File: config.mk
export PLATFORM = sky130hd
export DESIGN_NAME = mem_bus_ctrl
export DESIGN_NICKNAME = d
export VERILOG_FILES = /design/src/rtl/mem_map_pkg.sv /design/src/rtl/mem_addr_decode.sv /design/src/rtl/mem_bus_ctrl.sv
export SDC_FILE = /design/constraint.sdc
export NUM_CORES = 1
export LEC_CHECK = 0
export CAP_MARGIN = 20
export CORE_AREA = 3 3 104 106
export CTS_BUF_LIST = sky130_fd_sc_hd__clkbuf_8
export DETAILED_ROUTE_END_ITERATION = 6
export DIE_AREA = 0 0 107 109
export DONT_BUFFER_PORTS = 1
export PLACE_DENSITY = 0.57
export SYNTH_ARGS = -nofsm -noshare
export SYNTH_HDL_FRONTEND = slang
export SYNTH_SLANG_ARGS = --single-unit
File: constraint.sdc
create_clock -name clk -period 7.2 [get_ports clk]
set_input_delay 1.44 -clock clk [delete_from_list [all_inputs] [get_ports clk]]
set_output_delay 1.44 -clock clk [all_outputs]
set_load 0.02 [all_outputs]
File: src/rtl/mem_map_pkg.sv
// mem_map_pkg: shared FSM states, MMIO offsets and default memory map for mem_bus_ctrl
package mem_map_pkg;
  typedef enum logic [1:0] {IDLE, RAM_WAIT, RESP} state_t;
  localparam logic [3:0] LED_OFF = 4'h0;
  localparam logic [3:0] TIMER_OFF = 4'h4;
  localparam logic [31:0] DEF_RAM_BASE = 32'h0001_0000;
  localparam logic [31:0] DEF_MMIO_BASE = 32'h0002_0000;
  localparam logic [31:0] DEF_ERR_DATA = 32'hDEAD_BEEF;
endpackage

File: src/rtl/mem_addr_decode.sv
// mem_addr_decode: combinational region decode of a core byte address into ROM/RAM/MMIO hits
module mem_addr_decode #(
  parameter int unsigned ROM_WORDS = 256,
  parameter int unsigned RAM_WORDS = 256,
  parameter logic [31:0] RAM_BASE = 32'h0001_0000,
  parameter logic [31:0] MMIO_BASE = 32'h0002_0000
) (
  input  logic [31:0] addr,
  output logic        rom_hit,
  output logic        ram_hit,
  output logic        mmio_hit,
  output logic        unmapped,
  output logic [21:0] ram_addr
);
  localparam logic [31:0] ROM_BYTES = ROM_WORDS * 4;
  localparam logic [31:0] RAM_BYTES = RAM_WORDS * 4;
  logic [31:0] ram_off;
  // addresses below RAM_BASE wrap to huge offsets, so a single compare bounds both ends
  assign ram_off = addr - RAM_BASE;
  assign rom_hit = addr < ROM_BYTES;
  assign ram_hit = ram_off < RAM_BYTES;
  assign mmio_hit = addr[31:4] == MMIO_BASE[31:4];
  assign unmapped = !(rom_hit || ram_hit || mmio_hit);
  assign ram_addr = ram_off[23:2];
endmodule

File: src/rtl/mem_bus_ctrl.sv
// mem_bus_ctrl: core memory port bridge to ROM, sync RAM and MMIO page; optional timer via MEM_BUS_CTRL_TIMER_EN
module mem_bus_ctrl
  import mem_map_pkg::*;
#(
  parameter int unsigned ROM_WORDS = 256,
  parameter int unsigned RAM_WORDS = 256,
  parameter logic [31:0] RAM_BASE = DEF_RAM_BASE,
  parameter logic [31:0] MMIO_BASE = DEF_MMIO_BASE,
  parameter logic [31:0] ERR_DATA = DEF_ERR_DATA
) (
  input  logic        clk,
  input  logic        resetn,
  input  logic        mem_valid,
  input  logic [31:0] mem_addr,
  input  logic [31:0] mem_wdata,
  input  logic [3:0]  mem_wstrb,
  output logic        mem_ready,
  output logic [31:0] mem_rdata,
  output logic [31:0] rom_addr,
  input  logic [31:0] rom_data,
  output logic [3:0]  ram_wen,
  output logic [21:0] ram_addr,
  output logic [31:0] ram_wdata,
  input  logic [31:0] ram_rdata,
  output logic [7:0]  leds,
  output logic        bus_err
);
  state_t state;
  logic rom_hit, ram_hit, mmio_hit, unmapped, wr, accept;
  logic [3:0] moff;
  logic [31:0] timer_rd, mmio_rd, resp_data;

  mem_addr_decode #(
    .ROM_WORDS(ROM_WORDS),
    .RAM_WORDS(RAM_WORDS),
    .RAM_BASE(RAM_BASE),
    .MMIO_BASE(MMIO_BASE)
  ) u_dec (
    .addr(mem_addr),
    .rom_hit(rom_hit),
    .ram_hit(ram_hit),
    .mmio_hit(mmio_hit),
    .unmapped(unmapped),
    .ram_addr(ram_addr)
  );

  assign wr = mem_wstrb != 4'h0;
  assign accept = state == IDLE && mem_valid;
  assign moff = {mem_addr[3:2], 2'b00};
  assign rom_addr = mem_addr;
  assign ram_wdata = mem_wdata;
  // write enables only in the accepting cycle, so each transaction writes at most once
  assign ram_wen = (accept && ram_hit && resetn) ? mem_wstrb : 4'h0;

`ifdef MEM_BUS_CTRL_TIMER_EN
  logic [31:0] timer;
  logic timer_clr;
  assign timer_clr = accept && mmio_hit && wr && moff == TIMER_OFF;
  // free-running cycle counter; reads see the value held before the accepting edge
  always_ff @(posedge clk)
    timer <= (!resetn || timer_clr) ? 32'h0 : timer + 32'h1;
  assign timer_rd = timer;
`else
  assign timer_rd = 32'h0;
`endif

  assign mmio_rd = moff == LED_OFF ? {24'h0, leds} : moff == TIMER_OFF ? timer_rd : 32'h0;
  assign resp_data = wr ? 32'h0 : rom_hit ? rom_data : mmio_hit ? mmio_rd : unmapped ? ERR_DATA : 32'h0;

  // transaction FSM: accept in IDLE, wait one cycle for RAM reads, pulse ready in RESP
  always_ff @(posedge clk) begin
    if (!resetn) begin
      state <= IDLE;
      mem_ready <= 1'b0;
      mem_rdata <= 32'h0;
      leds <= 8'h0;
      bus_err <= 1'b0;
    end else begin
      case (state)
        IDLE: if (mem_valid) begin
          if (ram_hit && !wr) state <= RAM_WAIT;
          else begin
            state <= RESP;
            mem_ready <= 1'b1;
            mem_rdata <= resp_data;
          end
          if (mmio_hit && moff == LED_OFF && mem_wstrb[0]) leds <= mem_wdata[7:0];
          if (unmapped || (rom_hit && wr)) bus_err <= 1'b1;
        end
        RAM_WAIT: begin
          state <= RESP;
          mem_ready <= 1'b1;
          mem_rdata <= ram_rdata;
        end
        default: begin
          state <= IDLE;
          mem_ready <= 1'b0;
        end
      endcase
    end
  end
endmodule
# Word level (Yosys, flattened, before mapping)
# Index checks and enable logic that the tools add are counted.
# op_classes
add_sub_neg,1
n_mul,0
n_div,0
order_cmp,2
eq_ne,4
n_shift,0
n_mux,15
n_bitwise,0
n_reduce_logical,20
# op_table
operator,n
2-to-1 mux 32 bit,6
"< comparator 32 x 11 -> 1 bit, second input constant",2
one-hot mux 32 bit (2 select lines),1
"subtractor 32 x 17 -> 32 bit, second input constant",1
"== test 28 x 14 -> 1 bit, second input constant",1
AND reduction 3 bit,3
2-to-1 mux 8 bit,1
logical AND 1 bit,7
zero test 4 bit,1
2-to-1 mux 2 bit,2
2-to-1 mux 4 bit,1
"inequality test 2 bit, second input constant",2
one-hot mux 2 bit (2 select lines),1
nonzero test 4 bit,1
logical OR 1 bit,3
"== test 2 x 1 -> 1 bit, second input constant",1
zero test 1 bit,2
zero test 2 bit,1
2-to-1 mux 1 bit,2
one-hot mux 1 bit (2 select lines),1
AND reduction 2 bit,1
nonzero test 2 bit,1
# word_totals
register_bits,44
latchBits,0
ram_bits,0
romBits,0
input_bits,135
out_inout_bits,132
word_cells,47
n_memories,0

# Longest topological paths before layout
# depth
ltp_word,11
mapped_depth,11
depth_no_buf,8

# Hierarchy
# A second synthesis with hierarchy kept.
# hier_totals
hier_cells,390
area_unflattened_um2,3070.4
# modules_own_cells
module,instances,cells_per_inst,area_per_inst_um2
mem_bus_ctrl,1,308,2497.4
mem_addr_decode,1,82,573.0

# Worst setup path before layout
# No wires, ideal clock.
# synth_path
path_type,input -> output
from,input port mem_addr[16]
to,output port ram_wen[0]
arrival_ns,3.609
t_required_ns,5.760
slack_ns,2.151
cell_stages,9
n_path_buf,1
cell_sequence,inv_1 > ha_1 > or3b_1 > clkbuf_1 > o31ai_1 > o41a_1 > nand4bb_1 > nor4b_1 > and2_1
# synth_between
elab_chain_cells,5
# synth_rtl
item,line_no,rtl
start: declaration,mem_bus_ctrl.sv:14,"input logic [31:0] mem_addr,"
subtractor 32 x 17 -> 32 bit,mem_addr_decode.sv:19,assign ram_off = addr - RAM_BASE;
< comparator 32 x 11 -> 1 bit,mem_addr_decode.sv:21,assign ram_hit = ram_off < RAM_BYTES;
logical AND 1 bit (2 in a row),mem_bus_ctrl.sv:53,assign ram_wen = (accept && ram_hit && resetn) ? mem_wstrb : 4'h0;
2-to-1 mux 4 bit,mem_bus_ctrl.sv:53,
end: declaration,mem_bus_ctrl.sv:21,"output logic [3:0] ram_wen,"
# Every way passes these cells.

# Worst setup path after layout
# layout_path
from,input port mem_addr[16]
to,output port ram_wen[3]
# Same word-level chain as after synthesis.

==> results.ini <==
[placed_design]
hpwl_um = 8280
portBuffers = 0
place.gp.congestion = 0.834

[drt]
vias_per_cell = 6.14
drc = 0
vias = 3357
drtPass1Iterations = 4
wire_per_inst_um = 21.7
first_iter_violations = 248
detail-route-antenna-nets = 0
drt-total-wl_um = 11900

[clock_tree]
cts_made_buffers = 5
htree_levels = 2
clk_pin_slew_ns = 0.10
cts_sinks = 44
cts_resized = 0
cts_root_buffer = clkbuf_8
clock_path_buffers = 2
clock_latency_ns = 0.30
postCtsHoldBufs = 0
cts_tree = yes
post_cts_buffers = 0

[grt]
grtUsageTotal_pct = 19.5
grt_max_degree = 77
antenna_found_initial = 0
grt_pass1_wl_um = 18100
grt_pass1_vias = 3252
gr-total-overflow = 0

[power]
powerDensity_mw_per_mm2 = 164
irDropWorstVdd_uv = 80.8
total_power_mw = 0.556
leakage_nw = 1.02

[logic_synthesis]
synth_seq_cells = 44
synth_compound_area_share_pct = 25.5
synth_flop_cell = dfxtp_1
syn-instance-count = 522
yosys.cell_count.top_type = buf_4
synth_xor_area_share_pct = 1.38
syn_area_mm2 = 0.00381
synth_commonest_cells = buf_4, dfxtp_1, clkbuf_1, nand2_1, inv_1
syn_area_per_cell_um2 = 7.30
yosys.area.top_type_share_pct = 23.1
synth-edff-count = 0
synth_top_family_by_area = compound AO/OA/AOI/OAI gates
yosys.area_share.simple_pct = 22.9
netlist-cell-type-count = 47
yosys-top-cells-area = dfxtp_1, buf_4, o211ai_1, or3_1, nor3_1
yosys.area.top_type = dfxtp_1
async_flop_share_pct = 0
synthAdderAreaFrac_pct = 1.31
syn_nets = 661
yosysSeqAreaShare_pct = 23.1
synth.area.mux_share_pct = 2.37
yosysWarnings = 0

[critical_path]
cp_slowest_stage_delay_ns = 0.87
critPathSlowestCell = nor4b_1
critPathLaunchType = input port
arrival_ns = 4.48
critical_path_buf_inv_count = 1
worstPathMaxFanout = 14
critical-path-top-delay-family = simple AND/OR/NAND/NOR gates
end_kind = output port
critPathKind = input port to output port
crit_required_ns = 5.76
cp_cell_sequence = inv_1 -> ha_1 -> or3b_1 -> o31ai_1 -> o41a_1 -> nand4bb_1 -> nor4b_1 -> and2_1

[cells_and_area]
num-nets-final = 552
antenna_cells = 0
n_fill_cell = 1057
layout.area.seq_um2 = 882
syn_to_final_growth_pct = -10.9
drive_gt1_share_pct = 4.83
multi_input_area_mm2 = 0.00205

[flow_run]
max_cap_violations = 0

[min_path]
min_path_type = flip-flop to flip-flop

[die]
rows = 36
ios = 267
core_area_mm2 = 0.00986
die_w_um = 107
dieArea_mm2 = 0.0117
die_h_um = 109
start_util_pct = 38.6

[timing]
final-setup-viol-count = 0
rsz0062_at_grt = no
max_slew_margin_pct = 31.6
timing.fmax_mhz = 169
tightest_slew_ns = 1.01
tns_ns = 0
drv_slew = 0
fin_skew_ns = 0.00696
hold_viol = 0
post-route-period-util_pct = 82.3
period_minus_slack_ns = 5.92

[run_status]
outcome = completed

[layout by cell type, fill, tap and decap left out, types with 2 or more instances in the layout]
| master | instances |
|---|---|
| dfxtp_1 | 43 |
| nand2_1 | 35 |
| inv_1 | 34 |
| nor3_1 | 32 |
| a21oi_1 | 31 |
| or3_1 | 27 |
| o211ai_1 | 25 |
| a31oi_1 | 24 |
| nor2_1 | 23 |
| a22oi_1 | 19 |
| o21ai_0 | 11 |
| a21boi_0 | 9 |
| mux2i_1 | 9 |
| nor4_1 | 8 |
| o41ai_1 | 8 |
| a22o_1 | 7 |
| and2_1 | 6 |
| clkbuf_8 | 6 |
| nand3_1 | 5 |
| or4_1 | 4 |
| ha_1 | 4 |
| xnor2_1 | 3 |
| xor2_1 | 3 |
| nor4b_1 | 3 |
| nor2b_1 | 3 |
| nand2b_1 | 3 |
| buf_4 | 3 |
| nor4_2 | 2 |
| and4b_1 | 2 |
| nor3b_1 | 2 |
| nand4_1 | 2 |
[registers in the layout, summed over array words and instances (netlist names)]
signal	flops
mem_rdata	32
leds	8
state	2
bus_err	1
mem_ready	1
[kinds of logic (layout without fill, tap and decap cells)]
kind of cell,after synthesis,in the layout
flops,44,44
simple gates,163,163
compound gates,142,142
buf+inv,154,46
fa+ha+maj,4,4
xor+xnor,6,6
mux,9,9
[tightest hold or removal path, stage by stage, from the launching register on]
cell and delay (ns):
dfxtp_1 0.39, nand2_1 0.08, mux2i_1 0.05
[metal layers]
metal | vias up | wire length (um) | track usage, %
li1 | 1579 | - | -
met1 | 1592 | 4910 | 24.8
met2 | 164 | 5790 | 32.7
met3 | 22 | 1040 | 4.97
met4 | 0 | 156 | 5.66
met5 | - | 0 | 0
[worst paths after layout]
path	slack [ns]	startpoint	cells after the start	end
setup / recovery	1.28	mem_addr[16]	8	ram_wen[3]
hold reg to reg	0.57	mem_rdata[14]$_SDFFE_PN0P_	2	mem_rdata[14]$_SDFFE_PN0P_
setup reg to reg	4.24	state[0]$_SDFFE_PN0P_	7	mem_rdata[11]$_SDFFE_PN0P_
hold / removal	0.57	mem_rdata[14]$_SDFFE_PN0P_	2	mem_rdata[14]$_SDFFE_PN0P_
[through the flow]
step	setup WS [ns]	cell area, um2	hold slack [ns]	cells	utilization [%]
finish	1.28	3390	0.570	547	34.4
global route	1.01	3390	0.589	547	34.4
CTS	1.31	3370	0.573	546	34.1
detailed placement	1.31	3240	0.554	538	32.9
global placement	1.43	3240	0.549	538	32.9
floorplan	2.15	3810	0.536	522	-
[where the power goes]
group	total [mW]	internal [mW]	leakage, nW	switching [mW]
combinational	0.0682	0.0295	0.601	0.0387
clock	0.211	0.114	0.0614	0.0973
sequential	0.277	0.253	0.360	0.0237
total	0.556	0.397	1.02	0.160
[cell type report]
type | instances | area share (%)
Sequential cell | 44 | 26.0
Clock buffer | 6 | 2.43
Clock inverter | 2 | 1.14
Tap cell | 133 | 4.90
Timing Repair Buffer | 4 | 1.47
Inverter | 34 | 3.76
Multi-Input combinational cell | 324 | 60.3
No activity file was read; power rests on OpenSTA's default activity.
==> RTL change 1: new RTL, same settings <==
Re-encode `state_t` (3 states) as one-hot, 3 bits wide.
--- a/src/rtl/mem_map_pkg.sv
+++ b/src/rtl/mem_map_pkg.sv
@@ -2,3 +2,3 @@
 package mem_map_pkg;
-  typedef enum logic [1:0] {IDLE, RAM_WAIT, RESP} state_t;
+  typedef enum logic [2:0] {IDLE = 3'b001, RAM_WAIT = 3'b010, RESP = 3'b100} state_t;
   localparam logic [3:0] LED_OFF = 4'h0;
Behaviour: same outputs for any inputs over 10 cycles, from zero or initial values and one cycle with resetn low; not proved beyond that.
==> RTL change 1 against the unedited design <==
  * Routed wire length decreased by 25%
  * Via count fell by 23%
  * Sequential share of layout area up 6.5 points
  * Synthesized area is 16% lower
  * Power shrank 11%
  * Worst setup slack improved by 1000 ps
  * Design area shrank 18%
  * Sequential cell count increased by 1
  * Largest cell class unchanged
==> RTL change 1: results (changes against the unedited design) <==
| Metric | Value |
|---|---|
| Total number of vias | `2,587 (-23%)` |
| WL met1 | `3.66 mm (-25%)` |
| Max Clock Skew | `2.31 ps (-4.64 ps)` |
| Vias in the first global route | `2,494 (-23%)` |
| Count of plain and timing-repair buffers in the layout | `2 (-2)` |
| Pre-CTS setup slack | `2290 ps (+972 ps)` |
| Via/cell ratio | `5.91 (-3.8%)` |
| Signal buf overhead | `0.542% (-0.93 points)` |
| Met3 wire length | `968 µm (-7.3%)` |
| Status | `complete, no violations` |
| Largest net degree at the start of global routing | `52 (-32%)` |
| Clock network power | `154 µW (-27%)` |
| Rel. slew slack | `31.8% (+0.19 points)` |
| Share of layout cells above drive strength 1 | `9.84% (+5.0 points)` |
| CP max stage cell | `nor3_1` |
| Register share of total power | `57.9% (+8.1 points)` |
| ClkCell Share | `3.12% (-0.46 points)` |
| Clk sink count | `45 (+2.3%)` |
| Top cells by count, synth | `79 x buf_4, 63 x nand2_1, 45 x dfxtp_1, 20 x o21ai_0, 17 x a21oi_1` |
| Clock transition at path regs | `80 ps (-20 ps)` |
| Net count after synthesis | `538 (-19%)` |
| Reg area | `901 µm² (+2.1%)` |
| Regs by FF count | `mem_rdata (32), leds (8), state (3)` |
| Routability Congestion | `0.803 (-3.8%)` |
| First-pass GRT wire length | `12.9 mm (-28%)` |
| Area Overhead vs Synth | `-13.6%` |
| Largest stage delay on the critical path | `370 ps (-500 ps)` |
RTL change 1: changes by cell type after synthesis, sizes merged, moves of 14 or more:
cell     change
a31oi       -16
inv         -29
or3         -23
o2111ai     +14
nand2       +29
o221a       +17
o211ai      -25
nor3        -22
clkbuf      -20
RTL change 1: worst paths after layout:
kind	start	endpoint	slack, ps	depth (start not counted)
setup / recovery	mem_addr[16]	ram_wen[3]	2290	8
hold / removal	leds[1]$_SDFFE_PN0P_	leds[1]$_SDFFE_PN0P_	570	2
setup reg to reg	state[0]$_SDFFE_PN1P_	mem_rdata[11]$_SDFFE_PN0P_	4190	8
hold reg to reg	leds[1]$_SDFFE_PN0P_	leds[1]$_SDFFE_PN0P_	570	2
RTL change 1: kinds of logic after synthesis:
group	count (synthesis)	share of synthesized area [%]
and+or+nand+nor	129	20.6
buffers and inverters	108	22.8
AOI/OAI and AO/OA	104	24.4
DFF	45	28.1
xor gates and xnor gates	7	1.91
adders and majority gates	4	1.56
muxes	2	0.663
==> RTL change 2: new RTL, same settings <==
Made on the original files. Add a define of `MEM_BUS_CTRL_TIMER_EN`.
--- a/src/rtl/mem_bus_ctrl.sv
+++ b/src/rtl/mem_bus_ctrl.sv
@@ -1,2 +1,4 @@
 // mem_bus_ctrl: core memory port bridge to ROM, sync RAM and MMIO page; optional timer via MEM_BUS_CTRL_TIMER_EN
+`define MEM_BUS_CTRL_TIMER_EN
+
 module mem_bus_ctrl
Formal check against the unedited RTL: not equivalent (a bounded check fails within 4 cycles, from zero or initial values and one cycle with resetn low).
==> RTL change 2 against the unedited design <==
  * Design area grew 34%
  * Largest power group unchanged
  * First-iteration DRC count grew 28%
  * Synthesized area grew 26%
  * Die area is the same
  * Final cell count grew 16%
  * Worst hold slack lost 90 ps
  * Sequential cell count grew 32
  * Power grew 65%
  * Synthesized cell count grew 14%
  * Routed wire length grew 13%
  * Worst setup slack gained 560 ps
==> RTL change 2: results (changes against the unedited design) <==
| Metric | Value |
|---|---|
| FILL cells | `1,004 (-5.0%)` |
| Layout Nets | `636 (+15%)` |
| Largest net degree at the start of global routing | `35 (-55%)` |
| Largest stage delay on the critical path | `520 ps (-350 ps)` |
| First-pass GRT wire length | `20.1 mm (+11%)` |
| First DRT Iteration DRCs | `318 (+28%)` |
| Total track usage | `22.2% (+2.7 points)` |
| CTS buffer count | `9 (+4)` |
| Clock transition at path regs | `80 ps (-20 ps)` |
| Leakage Power | `1.60 nW (+57%)` |
| Max Clock Skew | `12.5 ps (+5.49 ps)` |
| Clock Latency Late Sink | `350 ps (+50 ps)` |
| Net count after synthesis | `735 (+11%)` |
| Sequential fraction of the synthesis area | `31.7% (+8.6 points)` |
| Post-Route WL | `13.4 mm (+13%)` |
| Synth unique cells | `55 (+17%)` |
| Vias in the first global route | `3,534 (+8.7%)` |
| CP max stage cell | `or3b_2` |
| Status | `complete, no violations` |
| Peak supply drop | `0.0771 mV (-4.6%)` |
| Regs by FF count | `mem_rdata (32), timer (32), leds (8)` |
| HP Start | `timer[0]$_SDFF_PP0_` |
| Rel. slew slack | `33.8% (+2.2 points)` |
| Via/cell ratio | `6.12 (-0.34%)` |
| Hpwl dp | `9.99 mm (+21%)` |
| Routability Congestion | `0.896 (+7.5%)` |
| Top cells by count, synth | `78 x buf_4, 76 x dfxtp_1, 54 x nor2_1, 53 x nand3_1, 52 x nand2_1` |
| Share of layout cells above drive strength 1 | `8.98% (+4.2 points)` |
| Area contributors post-synth | `dfxtp_1 32%, buf_4 12%, nand3_1 5.5%` |
| Cell Area, Placed | `0.00425 mm² (+31%)` |
| Initial antenna violation count | `1 (+1)` |
RTL change 2: final timing paths:
path                               end  slack (ps)  depth (start not counted)
max                         ram_wen[3]        1840                          8
min                timer[0]$_SDFF_PP0_         480                          1
max reg2reg  mem_rdata[9]$_SDFFE_PN0P_        4410                          6
min reg2reg        timer[0]$_SDFF_PP0_         480                          1
RTL change 2: final cells by class:
type	count	area (µm²)	area share (%)
Clock inverter	7	115	2.54
Clock buffer	9	124	2.73
Sequential cell	76	1520	33.5
Antenna cell	1	2.50	0.0551
Tap cell	133	166	3.67
Inverter	7	26.3	0.579
Multi-Input combinational cell	395	2500	55.1
Timing Repair Buffer	7	80.1	1.76
RTL change 2: per-stage QoR:
stage / worst slack [ps] / instances / power, mW
6_report: 1840 / 635 / 0.916
2_1_floorplan: 2140 / 595 / 0.588
5_1_grt: 1720 / 634 / 0.950
3_3_place_gp: 1930 / 616 / 0.531
3_5_place_dp: 1840 / 616 / 0.532
4_1_cts: 1840 / 632 / 0.923
RTL change 2: cells by family after synthesis:
group                      count (synthesis)  share of synthesized area (%)
DFF                                       76                           31.7
and+or+nand+nor                          225                           23.5
muxes                                     16                           3.54
xor gates and xnor gates                  33                           6.02
buffers and inverters                    124                           16.6
adders and majority gates                  5                           1.30
AOI/OAI and AO/OA                        116                           17.4
RTL change 2: layer usage:
layer	global-route usage [%]	vias to the layer above	wire [µm]
met4	6.03	2	167
met2	32.8	195	5800
met5	0	-	13
met1	30.5	1800	6120
li1	-	1856	-
met3	8.23	31	1300
RTL change 2: power by group:
| group | total [mW] | internal (mW) | switching [mW] |
|---|---|---|---|
| Sequential | 0.461 | 0.434 | 0.0268 |
| Combinational | 0.0622 | 0.0260 | 0.0362 |
| Clock | 0.392 | 0.230 | 0.163 |
| Total | 0.916 | 0.690 | 0.226 |
